$ cat src/rtl/sdram_io_phy_if.sv
// sdram_io_phy_if: controller-side bus of the SDRAM pad PHY.
//   master : SDRAM controller (drives command/address/write data, conflict_clr)
//   slave  : sdram_io_phy    (returns rd_data/rd_valid and the bus_conflict flag)
// Signals: sdram_cs (active-low), sdram_bank, sdram_addr, sdram_ras/cas/we (active-low),
//          sdram_data_out, sdram_drive_data, rd_data, rd_valid, bus_conflict, conflict_clr.
interface sdram_io_phy_if #(
  parameter int DATA_W = 16,
  parameter int ADDR_W = 13,
  parameter int BANK_W = 2,
  parameter int CS_W   = 1
);
  logic [CS_W-1:0]   sdram_cs;
  logic [BANK_W-1:0] sdram_bank;
  logic [ADDR_W-1:0] sdram_addr;
  logic              sdram_ras;
  logic              sdram_cas;
  logic              sdram_we;
  logic [DATA_W-1:0] sdram_data_out;
  logic              sdram_drive_data;
  logic [DATA_W-1:0] rd_data;
  logic              rd_valid;
  logic              bus_conflict;
  logic              conflict_clr;

  modport master (
    output sdram_cs, sdram_bank, sdram_addr, sdram_ras, sdram_cas, sdram_we,
           sdram_data_out, sdram_drive_data, conflict_clr,
    input  rd_data, rd_valid, bus_conflict
  );

  modport slave (
    input  sdram_cs, sdram_bank, sdram_addr, sdram_ras, sdram_cas, sdram_we,
           sdram_data_out, sdram_drive_data, conflict_clr,
    output rd_data, rd_valid, bus_conflict
  );
endinterface

$ cat src/rtl/sdram_io_phy.sv
// sdram_io_phy: registered SDRAM pad-side PHY.
//   clk, rst_n (synchronous, active-low)
//   ctl        : sdram_io_phy_if.slave, controller-side command/data bus
//   pad_clk    : forwarded clk
//   pad_cs/bank/addr/ras/cas/we : command/address retimed by one clock
//   pad_dq_out, pad_dq_oe : registered DQ drive value and per-bit enable
//   pad_dq_in  : DQ value from the pads
// A READ opens a capture window CAS_LAT+1 clocks after it is presented; the window
// lasts BURST_LEN cycles, and a newer READ restarts it. Write drive that would
// collide with an open window is suppressed and latches the sticky bus_conflict.
// Optional macro SDRAM_PHY_IN_REG_EN: adds an input flop on pad_dq_in, delaying
// capture and rd_valid by one clock (conflict check still uses the pad-side window).
module sdram_io_phy #(
  parameter int DATA_W    = 16,
  parameter int ADDR_W    = 13,
  parameter int BANK_W    = 2,
  parameter int CS_W      = 1,
  parameter int CAS_LAT   = 2,
  parameter int BURST_LEN = 1
) (
  input  logic              clk,
  input  logic              rst_n,
  sdram_io_phy_if.slave     ctl,
  output logic              pad_clk,
  output logic [CS_W-1:0]   pad_cs,
  output logic [BANK_W-1:0] pad_bank,
  output logic [ADDR_W-1:0] pad_addr,
  output logic              pad_ras,
  output logic              pad_cas,
  output logic              pad_we,
  output logic [DATA_W-1:0] pad_dq_out,
  output logic [DATA_W-1:0] pad_dq_oe,
  input  logic [DATA_W-1:0] pad_dq_in
);
  localparam int CNT_W = (BURST_LEN > 1) ? $clog2(BURST_LEN) : 1;

  logic [CS_W-1:0]   cs_q;
  logic [BANK_W-1:0] bank_q;
  logic [ADDR_W-1:0] addr_q;
  logic              ras_q, cas_q, we_q;
  logic [DATA_W-1:0] dq_out_q;
  logic [DATA_W-1:0] dq_oe_q, dq_oe_d;
  logic              drive_q;
  logic [CAS_LAT:0]  sr_q, sr_d;
  logic [CNT_W-1:0]  cnt_q, cnt_d;
  logic [DATA_W-1:0] rd_data_q, rd_data_d;
  logic              rd_valid_q, rd_valid_d;
  logic              conflict_q, conflict_d;

  logic              read_dec, win_start, win_open, win_next;
  logic              cap_en;
  logic [DATA_W-1:0] cap_data;

`ifdef SDRAM_PHY_IN_REG_EN
  logic [DATA_W-1:0] dq_in_q;
  logic              win_dly_q;
`endif

  assign pad_clk = clk;

  always_comb begin
    read_dec  = (~&ctl.sdram_cs) & ctl.sdram_ras & ~ctl.sdram_cas & ctl.sdram_we;
    sr_d      = {sr_q[CAS_LAT-1:0], read_dec};
    win_start = sr_q[CAS_LAT];
    win_open  = win_start | (cnt_q != '0);
    cnt_d     = '0;
    if (win_start)         cnt_d = CNT_W'(BURST_LEN - 1);
    else if (cnt_q != '0)  cnt_d = cnt_q - CNT_W'(1);
    // Window state one clock ahead, so the gated output enable stays a pure flop.
    win_next  = sr_q[CAS_LAT-1] | (cnt_d != '0);
    dq_oe_d   = {DATA_W{ctl.sdram_drive_data & ~win_next}};

    conflict_d = conflict_q;
    if (drive_q & win_open)     conflict_d = 1'b1;
    else if (ctl.conflict_clr)  conflict_d = 1'b0;

`ifdef SDRAM_PHY_IN_REG_EN
    cap_en   = win_dly_q;
    cap_data = dq_in_q;
`else
    cap_en   = win_open;
    cap_data = pad_dq_in;
`endif
    rd_valid_d = cap_en;
    rd_data_d  = cap_en ? cap_data : rd_data_q;
  end

  always_ff @(posedge clk) begin
    if (!rst_n) begin
      cs_q       <= '1;
      bank_q     <= '0;
      addr_q     <= '0;
      ras_q      <= 1'b1;
      cas_q      <= 1'b1;
      we_q       <= 1'b1;
      dq_out_q   <= '0;
      dq_oe_q    <= '0;
      drive_q    <= 1'b0;
      sr_q       <= '0;
      cnt_q      <= '0;
      rd_data_q  <= '0;
      rd_valid_q <= 1'b0;
      conflict_q <= 1'b0;
    end else begin
      cs_q       <= ctl.sdram_cs;
      bank_q     <= ctl.sdram_bank;
      addr_q     <= ctl.sdram_addr;
      ras_q      <= ctl.sdram_ras;
      cas_q      <= ctl.sdram_cas;
      we_q       <= ctl.sdram_we;
      dq_out_q   <= ctl.sdram_data_out;
      dq_oe_q    <= dq_oe_d;
      drive_q    <= ctl.sdram_drive_data;
      sr_q       <= sr_d;
      cnt_q      <= cnt_d;
      rd_data_q  <= rd_data_d;
      rd_valid_q <= rd_valid_d;
      conflict_q <= conflict_d;
    end
  end

`ifdef SDRAM_PHY_IN_REG_EN
  always_ff @(posedge clk) begin
    if (!rst_n) begin
      dq_in_q   <= '0;
      win_dly_q <= 1'b0;
    end else begin
      dq_in_q   <= pad_dq_in;
      win_dly_q <= win_open;
    end
  end
`endif

  assign pad_cs           = cs_q;
  assign pad_bank         = bank_q;
  assign pad_addr         = addr_q;
  assign pad_ras          = ras_q;
  assign pad_cas          = cas_q;
  assign pad_we           = we_q;
  assign pad_dq_out       = dq_out_q;
  assign pad_dq_oe        = dq_oe_q;
  assign ctl.rd_data      = rd_data_q;
  assign ctl.rd_valid     = rd_valid_q;
  assign ctl.bus_conflict = conflict_q;
endmodule
$ cat src/flat_wrapper.sv
// flat-port wrapper written by rule: the top's interface ports become plain ports
module sdram_io_phy_flat 
#(
  parameter int DATA_W    = 16,
  parameter int ADDR_W    = 13,
  parameter int BANK_W    = 2,
  parameter int CS_W      = 1,
  parameter int CAS_LAT   = 2,
  parameter int BURST_LEN = 1
)
  (clk, rst_n, pad_clk, pad_cs, pad_bank, pad_addr, pad_ras, pad_cas, pad_we, pad_dq_out, pad_dq_oe, pad_dq_in, ctl_sdram_cs, ctl_sdram_bank, ctl_sdram_addr, ctl_sdram_ras, ctl_sdram_cas, ctl_sdram_we, ctl_sdram_data_out, ctl_sdram_drive_data, ctl_conflict_clr, ctl_rd_data, ctl_rd_valid, ctl_bus_conflict);
  sdram_io_phy_if #(.DATA_W(DATA_W), .ADDR_W(ADDR_W), .BANK_W(BANK_W), .CS_W(CS_W)) ctl_i ();
  input  logic clk;
  input  logic rst_n;
  output logic pad_clk;
  output logic [CS_W-1:0] pad_cs;
  output logic [BANK_W-1:0] pad_bank;
  output logic [ADDR_W-1:0] pad_addr;
  output logic pad_ras;
  output logic pad_cas;
  output logic pad_we;
  output logic [DATA_W-1:0] pad_dq_out;
  output logic [DATA_W-1:0] pad_dq_oe;
  input  logic [DATA_W-1:0] pad_dq_in;
  input wire logic [$bits(ctl_i.sdram_cs)-1:0] ctl_sdram_cs;
  input wire logic [$bits(ctl_i.sdram_bank)-1:0] ctl_sdram_bank;
  input wire logic [$bits(ctl_i.sdram_addr)-1:0] ctl_sdram_addr;
  input wire logic [$bits(ctl_i.sdram_ras)-1:0] ctl_sdram_ras;
  input wire logic [$bits(ctl_i.sdram_cas)-1:0] ctl_sdram_cas;
  input wire logic [$bits(ctl_i.sdram_we)-1:0] ctl_sdram_we;
  input wire logic [$bits(ctl_i.sdram_data_out)-1:0] ctl_sdram_data_out;
  input wire logic [$bits(ctl_i.sdram_drive_data)-1:0] ctl_sdram_drive_data;
  input wire logic [$bits(ctl_i.conflict_clr)-1:0] ctl_conflict_clr;
  output wire logic [$bits(ctl_i.rd_data)-1:0] ctl_rd_data;
  output wire logic [$bits(ctl_i.rd_valid)-1:0] ctl_rd_valid;
  output wire logic [$bits(ctl_i.bus_conflict)-1:0] ctl_bus_conflict;
  assign ctl_i.sdram_cs = ctl_sdram_cs;
  assign ctl_i.sdram_bank = ctl_sdram_bank;
  assign ctl_i.sdram_addr = ctl_sdram_addr;
  assign ctl_i.sdram_ras = ctl_sdram_ras;
  assign ctl_i.sdram_cas = ctl_sdram_cas;
  assign ctl_i.sdram_we = ctl_sdram_we;
  assign ctl_i.sdram_data_out = ctl_sdram_data_out;
  assign ctl_i.sdram_drive_data = ctl_sdram_drive_data;
  assign ctl_i.conflict_clr = ctl_conflict_clr;
  assign ctl_rd_data = ctl_i.rd_data;
  assign ctl_rd_valid = ctl_i.rd_valid;
  assign ctl_bus_conflict = ctl_i.bus_conflict;
  sdram_io_phy #(.DATA_W(DATA_W), .ADDR_W(ADDR_W), .BANK_W(BANK_W), .CS_W(CS_W), .CAS_LAT(CAS_LAT), .BURST_LEN(BURST_LEN)) u_core (.clk(clk), .rst_n(rst_n), .ctl(ctl_i), .pad_clk(pad_clk), .pad_cs(pad_cs), .pad_bank(pad_bank), .pad_addr(pad_addr), .pad_ras(pad_ras), .pad_cas(pad_cas), .pad_we(pad_we), .pad_dq_out(pad_dq_out), .pad_dq_oe(pad_dq_oe), .pad_dq_in(pad_dq_in));
endmodule
$ cat config.mk
export PLATFORM = sky130hd
export DESIGN_NAME = sdram_io_phy_flat
export DESIGN_NICKNAME = d
export VERILOG_FILES = /design/src/rtl/sdram_io_phy_if.sv /design/src/rtl/sdram_io_phy.sv /design/src/flat_wrapper.sv
export SDC_FILE = /design/constraint.sdc
export NUM_CORES = 1
export LEC_CHECK = 0
export CORE_MARGIN = 3
export CORE_UTILIZATION = 39
export CTS_BUF_LIST = sky130_fd_sc_hd__clkbuf_8
export DETAILED_ROUTE_END_ITERATION = 6
export PLACE_DENSITY = 0.86
export SLEW_MARGIN = 20
export SYNTH_ARGS = -nofsm -noshare
export SYNTH_HDL_FRONTEND = slang
export SYNTH_SLANG_ARGS = --single-unit
$ cat constraint.sdc
create_clock -name clk -period 1.8 [get_ports clk]
set_input_delay 0.18 -clock clk [delete_from_list [all_inputs] [get_ports clk]]
set_output_delay 0.18 -clock clk [all_outputs]
set_load 0.05 [all_outputs]
==> results of run 1 <==
-- area by class of cell --
cell class / count / area share (%)
Clock inverter: 5 / 1.614
Multi-Input combinational cell: 77 / 16.75
Sequential cell: 58 / 35.65
Timing Repair Buffer: 126 / 37.80
Tap cell: 52 / 1.998
Clock buffer: 15 / 6.185
-- through the flow --
stage / power, W / setup WS (ns)
2_1_floorplan: 0.001793 / 0.4615
3_3_place_gp: 0.002009 / 0.04791
3_5_place_dp: 0.002018 / 0.04791
4_1_cts: 0.003380 / 0.03306
5_1_grt: 0.003468 / 0.001482
6_report: 0.003332 / 0.05005
-- sequential cells by signal, summed over array words and instances, names as in the netlist --
signal                   flops
u_core.pad_we                1
u_core.pad_dq_out           16
u_core.ctl.bus_conflict      1
u_core.pad_cas               1
u_core.pad_ras               1
u_core.pad_addr             13
u_core.pad_cs                1
u_core.pad_bank              2
u_core.drive_q               1
u_core.ctl.rd_valid          1
u_core.sr_q                  3
u_core.pad_dq_oe             1
u_core.ctl.rd_data          16
-- power groups by stage --
stage / registers (W) / clock network (W) / logic [W]
finish: 0.00135 / 0.00147 / 0.000511
global route: 0.00135 / 0.00158 / 0.000536
CTS: 0.00135 / 0.00152 / 0.000516
detailed placement: 0.00138 / 0.000128 / 0.000514
global placement: 0.00137 / 0.000128 / 0.000508
floorplan: 0.00153 / 0.000120 / 0.000141
-- kinds of logic after synthesis --
logic type	share of synthesized area [%]
mux	8.488
compound gates	0.3980
buf+inv	9.549
flops	61.54
simple gates	20.03
-- synth_stat cells, types with 2 or more instances --
library cell,count
nand2b_1,4
dfxtp_1,58
nand2_1,2
nor2b_1,12
and2_1,34
clkbuf_2,2
clkbuf_1,3
and2b_1,5
mux2i_1,16
buf_4,17
-- layer usage --
metal / GRT usage (%) / vias up / routed length (um)
met5: 0 / - / 0
li1: - / 715 / -
met3: 9.763 / 13 / 581
met2: 22.24 / 82 / 1951
met1: 16.30 / 616 / 1615
met4: 10.68 / 0 / 109
-- worst max-delay path by stage --
stage	endpoint	slack, ns
after detailed placement	pad_clk	0.05
after global placement	pad_clk	0.05
final	pad_dq_out[0]	0.05
after global routing	ctl_rd_data[13]	0.001
after CTS	ctl_rd_data[6]	0.03
after floorplan	pad_dq_oe[10]	0.46
==> results.md, run 1 <==
* Netlist cell types at 16
* Post-CTS Setup Bufs at 0
* Share of the synthesized area in the top cell type at 61.54%
* WS Path Type: register to primary output
* RR Endpoint: u_core.ctl.rd_data[6]
* FF+latch count, synth at 58
* Seq/Total Area, Yosys at 61.54%
* Gr ovfl total at 0
* Fraction of registers with async set/reset at 0%
* Crit. End Element: primary output
* Worst EP required at 1.62 ns
* I/O pin cnt at 125
* CTS clk-pin slew, worst paths at 0.07 ns
* Power per cell area at 1023 mW/mm^2
* Top area cells in the synthesized netlist: dfxtp_1, and2_1, mux2i_1, buf_4, nor2b_1
* Hold Path Class: input port to register
* Most common cell after layout, fill and taps aside: clkdlybuf4s50_1
* Num rows at 24
* Yosys top cell by area: dfxtp_1
* Power Internal at 0.002423 W
* CP Buf/Inv Count at 1
* Post-layout minimum cycle time at 1.750 ns
* Outcome: complete, no violations
* Sum Neg Setup Slack at 0 ns
* FF-to-FF Start: u_core.sr_q[2]
* Crit-path leading delay family: buffers and inverters
* Post-DRT Antenna Nets at 0
* Hold path depth at 3
* Switching part of the total at 27.29%
* Psw at 0.0009095 W
* # DRC at 0
* Gr usage total at 15.36%
* Largest net degree at the start of global routing at 36
* Die area at 0.005709 sq mm
* Vias per cell at 4.282
* Final net count at 331
* Stages on worst setup path at 1
* EDFF count, synth at 0
* Initial drt markers at 37
* Peak supply drop at 0.0006572 V
* Slew @ Worst Pin at 0.5305 ns
* Critical path launch point: u_core.pad_dq_out[0]
* Initial core utilization at 41.89%
* Cts-stage hold buffer count at 0
* Max Transition Viols Final at 0
* Total number of vias at 1,426
* Post-cts resize count at 1
* Flip-flop and latch area at 0.001161 sq mm
* R2r setup slk at 0.61 ns
* Top_reg_cell synth: dfxtp_1
* Hold Startpoint: ctl_sdram_ras
* Fin util at 72.31%
* Initial antenna violation count at 0
* Slew headroom at 64.53%
* Hpwl dp at 3149 um
* Final Non-Filler Cells at 333
* Hold Path End: u_core.sr_q[0]
* Syn-to-layout area delta at 72.61%
* Final Wtd Congestion at 0.6839
* Sequential share of power at 40.4%
* Share of cells above drive strength 1 at 13.88%
* Clock share of power at 44.3%
* Final WL at 4258 um
* Core Box Area at 0.004504 sq mm
* Post-Place Cell Area at 0.003008 sq mm
* Setup Skew at 0.005542 ns
* Slowest Stage Delay on Critical Path at 0.82 ns
* Worst-path cell chain: clkdlybuf4s50_1
* WP data arrival at 1.57 ns
* Synth Instances at 159
* Crit path max fanout at 1
* CTS tree: built
* Maximum clock rate at 571.4 MHz
* DR WL/cell at 12.79 um
* Endpoints failing setup at 0
* Leak at 1.327 nW
* Port buffer count at 124
* RSZ-0062 raised after global routing: no
* Net Count, Synth at 214
* Vias in the first global route at 1,347
* Min Hold Slack at 0.3163 ns
* Area of the mapped netlist at 0.001887 sq mm
* Reg2reg path depth at 3
* Max Cap Viol at 0
* Final Cycle Share at 97.22%
* Fill count at 341
* CP startpoint kind: register
* Placed Instances at 314
* Syn avg cell area at 11.87 sq um
* Comb pwr share at 15.3%
* Fin area at 0.003257 sq mm
* Slowest cell on crit path: clkdlybuf4s50_1
* Commonest non-fill, non-tap cells in the layout: clkdlybuf4s50_1, dfxtp_1, and2_1
* Clock latency at the later pin of the worst-skew pair at 0.42 ns
* First-pass GRT wire length at 6237 um
* Antenna cells at 0
* Die Wd at 75.56 um
* Fin. Hold Viols at 0
* Ys Warns at 0
* Chip height at 75.56 um
* Multi-input logic area at 545.5 sq um
* First drt pass iteration count at 3
Power figures use the tool's default switching activity.
==> run 2: changes to the inputs <==
--- a/config.mk
+++ b/config.mk
@@ -5,7 +5,8 @@
 export SDC_FILE = /design/constraint.sdc
 export NUM_CORES = 1
 export LEC_CHECK = 0
-export CORE_MARGIN = 3
+export CORE_ASPECT_RATIO = 0.7
+export CORE_MARGIN = 2
 export CORE_UTILIZATION = 39
 export CTS_BUF_LIST = sky130_fd_sc_hd__clkbuf_8
 export DETAILED_ROUTE_END_ITERATION = 6
==> constraint.sdc (replaced) <==
create_clock -name clk -period 1.8 [get_ports clk]
set_input_delay 0.45 -clock clk [delete_from_list [all_inputs] [get_ports clk]]
set_output_delay 0.45 -clock clk [all_outputs]
set_load 0.05 [all_outputs]
==> run 2 against run 1 <==
Against the previous run:
- clock power down 13%
- wire length down 1.6%
- global-route usage grew 2.0 points
- critical path type is now clock port to primary output
- critical endpoint is now pad_clk
- largest cell class unchanged
- largest power group is now registers
- highest routed layer unchanged
==> results.md, run 2 (same netlist as run 1, synthesis figures left out) <==
* Gr usage total at 17.33%
* Die Wd at 87.14 um
* Antenna cells at 0
* Core Box Area at 0.004730 sq mm
* Initial core utilization at 39.89%
* Setup Skew at 0.002155 ns
* Die area at 0.005419 sq mm
* Sum Neg Setup Slack at 0 ns
* Final Non-Filler Cells at 339
* DR WL/cell at 12.35 um
* Most common cell after layout, fill and taps aside: dfxtp_1
* Power per cell area at 959.8 mW/mm^2
* Outcome: complete, no violations
* Vias in the first global route at 1,409
* Fill count at 370
* # DRC at 0
* Chip height at 62.20 um
* Vias per cell at 4.112
* Slew headroom at 81.08%
* Endpoints failing setup at 0
* Crit path max fanout at 2
* Initial drt markers at 27
* CTS tree: built
* First-pass GRT wire length at 6741 um
* WP data arrival at 1.33 ns
* Placed Instances at 320
* Peak supply drop at 0.0005916 V
* RSZ-0062 raised after global routing: no
* I/O pin cnt at 125
* Commonest non-fill, non-tap cells in the layout: dfxtp_1, clkdlybuf4s50_1, buf_4
* Fin. Hold Viols at 0
* Hold Path Class: register to register
* Num rows at 21
* Max Transition Viols Final at 0
* Syn-to-layout area delta at 76.06%
* Final WL at 4188 um
* Final net count at 332
* Slew @ Worst Pin at 0.2838 ns
* Final Wtd Congestion at 0.6750
* Crit. End Element: primary output
* Post-place setup slack at -0.2221 ns
* Largest net degree at the start of global routing at 34
* Hpwl dp at 3125 um
* CTS clk-pin slew, worst paths at 0.06 ns
* Post-CTS Setup Bufs at 0
* CP startpoint kind: clock port
* Initial antenna violation count at 0
* First drt pass iteration count at 4
* WS Path Type: clock port to primary output
* Max Cap Viol at 0
* Leak at 1.430 nW
* Port buffer count at 124
* Gr ovfl total at 0
* Min Hold Slack at 0.4120 ns
* Worst EP required at 1.35 ns
* Worst Slack Setup Final at 0.01958 ns
* Clock latency at the later pin of the worst-skew pair at 0.43 ns
* Share of cells above drive strength 1 at 32.98%
* Post-DRT Antenna Nets at 0
* Total number of vias at 1,394
[run 2: changes by cell type in the layout (fill, tap and decap cells not counted), moves of 2 or more]
cell,previous run,this run
clkdlybuf4s50_1,105,54
dlymetal6s2s_1,2,0
buf_4,18,54
buf_12,1,19
[run 2: layout make-up]
class / count / area, sq um / area share, %
Clock buffer: 14 / 183.9 / 5.537
Clock inverter: 6 / 33.78 / 1.017
Multi-Input combinational cell: 77 / 545.5 / 16.42
Sequential cell: 58 / 1161 / 34.95
Tap cell: 57 / 71.32 / 2.147
Timing Repair Buffer: 127 / 1326 / 39.92
[run 2: stage by stage]
step	area (sq um)	util, %	power, W
floorplan	1887	-	0.001793
global placement	3114	65.85	0.002066
detailed placement	3114	65.85	0.002073
CTS	3322	70.24	0.003249
global route	3322	70.24	0.003347
finish	3322	70.24	0.003189
[run 2: path summary, 6_finish.rpt]
check / start / slack [ns] / to / cells after the start
setup / recovery: clk / 0.02 / pad_clk / 3
hold / removal: u_core.sr_q[1] / 0.41 / u_core.pad_dq_oe[0] / 1
setup reg to reg: u_core.sr_q[2] / 0.66 / u_core.ctl.rd_data[3] / 3
hold reg to reg: u_core.sr_q[1] / 0.41 / u_core.pad_dq_oe[0] / 1
[run 2: what timing repair did]
action | 4_1_cts | 5_1_grt
resized for setup | 5 | 0
endpoints found under the setup margin | 1 | 0
hold buffers | 0 | 0
[run 2: worst max-delay path, stage by stage]
cell and delay [ns]:
clkbuf_8 0.11, clkbuf_8 0.12, buf_2 0.20
[run 2: where the power goes]
group | leakage (nW) | internal (W) | switching, W
Sequential | 0.478 | 0.00133 | 0.0000127
Combinational | 0.837 | 0.000266 | 0.000303
Clock | 0.115 | 0.000679 | 0.000597
Total | 1.43 | 0.00228 | 0.000913
[run 2: layer usage]
layer	GRT usage [%]	up-vias	wire, um
met4	9.231	0	54
met5	0	-	0
li1	-	714	-
met3	15.29	9	624
met2	24.71	79	1917
met1	17.10	592	1592
==> patch, RTL diff (config.mk and constraints of run 1) <==
`ADDR_W` is set to 13 in 3 places; all go to 15.
--- a/src/rtl/sdram_io_phy_if.sv
+++ b/src/rtl/sdram_io_phy_if.sv
@@ -5,7 +5,7 @@
 //          sdram_data_out, sdram_drive_data, rd_data, rd_valid, bus_conflict, conflict_clr.
 interface sdram_io_phy_if #(
   parameter int DATA_W = 16,
-  parameter int ADDR_W = 13,
+  parameter int ADDR_W = 15,
   parameter int BANK_W = 2,
   parameter int CS_W   = 1
 );
--- a/src/rtl/sdram_io_phy.sv
+++ b/src/rtl/sdram_io_phy.sv
@@ -12,7 +12,7 @@
 // capture and rd_valid by one clock (conflict check still uses the pad-side window).
 module sdram_io_phy #(
   parameter int DATA_W    = 16,
-  parameter int ADDR_W    = 13,
+  parameter int ADDR_W    = 15,
   parameter int BANK_W    = 2,
   parameter int CS_W      = 1,
   parameter int CAS_LAT   = 2,
--- a/src/flat_wrapper.sv
+++ b/src/flat_wrapper.sv
@@ -2,7 +2,7 @@
 module sdram_io_phy_flat 
 #(
   parameter int DATA_W    = 16,
-  parameter int ADDR_W    = 13,
+  parameter int ADDR_W    = 15,
   parameter int BANK_W    = 2,
   parameter int CS_W      = 1,
   parameter int CAS_LAT   = 2,
Interface: changed (resized ctl_sdram_addr and pad_addr); port bits go from 125 to 129. The function was not compared with the original's and may differ.
==> patch against run 1 <==
Routed wire length rose by 6.4%. Sequential cell count increased by 2. Register-to-register slack gained 0.05 ns. Critical path type unchanged. Largest cell class unchanged. Design area grew 2.7%. Cell count up 6.0%. Area after synthesis grew 2.4%. Total power shrank 3.4%. Clock skew rose by 0.00093 ns. Highest routed layer unchanged. Largest power group is now sequential cells. Setup slack gained 0.013 ns. Critical endpoint is now pad_addr[8].
==> patch: results (changes against run 1) <==
.. list-table::
   :header-rows: 1

   * - Metric
     - Value
   * - Filler-free cell count of the finished design
     - 353 (+6.0%)
   * - Worst setup path endpoint
     - pad_addr[8]
   * - Worst r2r dst
     - u_core.ctl.rd_data[3]
   * - Flop-to-flop setup slack
     - 0.66 ns (+0.05 ns)
   * - Count of cells along the worst hold path
     - 2 (-1)
   * - Synth top area cells
     - sky130_fd_sc_hd__dfxtp_1 (62%), sky130_fd_sc_hd__and2_1 (12%), sky130_fd_sc_hd__mux2i_1 (8.3%)
   * - VDD IR-drop max
     - 0.0006235 V (-5.1%)
   * - Tot GR Track Use
     - 0.1665 (+0.01286)
   * - Global Route met2 Usage
     - 0.2777 (+0.05524)
   * - GR Layer Usage met1
     - 0.1528 (-0.01016)
   * - Cell leakage power
     - 1.474 nW (+11%)
   * - Fraction of final layout cells sized beyond drive strength 1
     - 0.1250 (-0.01379)
   * - Total number of nets in the final design
     - 341 (+3.0%)
   * - Number of I/O port buffers
     - 128 (+3.2%)
   * - Dpl hpwl
     - 3404 um (+8.1%)
   * - Violation count after the first detailed-routing iteration
     - 50 (+35%)
   * - Cell area after placement
     - 3109 sq um (+3.4%)
   * - Worst Setup SP
     - u_core.pad_addr[8]
   * - Min-Delay Startpoint
     - ctl_sdram_data_out[10]
   * - Hold WS
     - 0.3141 ns (-0.002145 ns)
   * - Vias in the first global route
     - 1568 (+16%)
   * - Total wirelength of the detailed-routed design
     - 4532 um (+6.4%)
   * - Worst slew margin
     - 0.6336 (-0.01163)
   * - Fraction of the yosys area taken by sequential cells
     - 0.6218 (+0.006377)
   * - Placer Congestion
     - 0.6601 (-3.5%)
   * - 1st-pass router iterations
     - 4 (+1)
   * - Wire length of the first global-routing pass
     - 7341 um (+18%)
   * - Met1 routed wirelength after detailed routing
     - 1586 um (-1.8%)
   * - Result of the run
     - completed
   * - Net count after synthesis
     - 220 (+2.8%)
   * - Met3 wirelength from detailed routing
     - 511 um (-12%)
[patch: layout make-up]
type	instances	area, sq um
clock inverters	4	17.52
clock buffers	15	201.4
repair buffers	130	1291
multi-input cells	79	550.5
flip-flops and latches	60	1201
well taps	65	81.33
fillers	349	1221
[patch: timing repair]
action | CTS | global route
gates cloned | 0 | 0
hold buffers | 0 | 0
resized for setup | 1 | 10
pin swaps | 0 | 0
setup endpoints to repair | 1 | 10
[patch: kinds of logic (layout without fill, tap and decap cells)]
group,after synthesis,in the layout,share of synthesized area
buffers and inverters,24,149,0.09326
multiplexers,16,16,0.08290
AND/OR/NAND/NOR,62,62,0.1982
AO/OA/AOI/OAI,1,1,0.003887
flip-flops,60,60,0.6218
[patch: power breakdown]
part / switching, W / internal (W)
logic: 0.000298 / 0.000233
clock network: 0.000580 / 0.000715
registers: 0.0000173 / 0.00138
total: 0.000895 / 0.00232
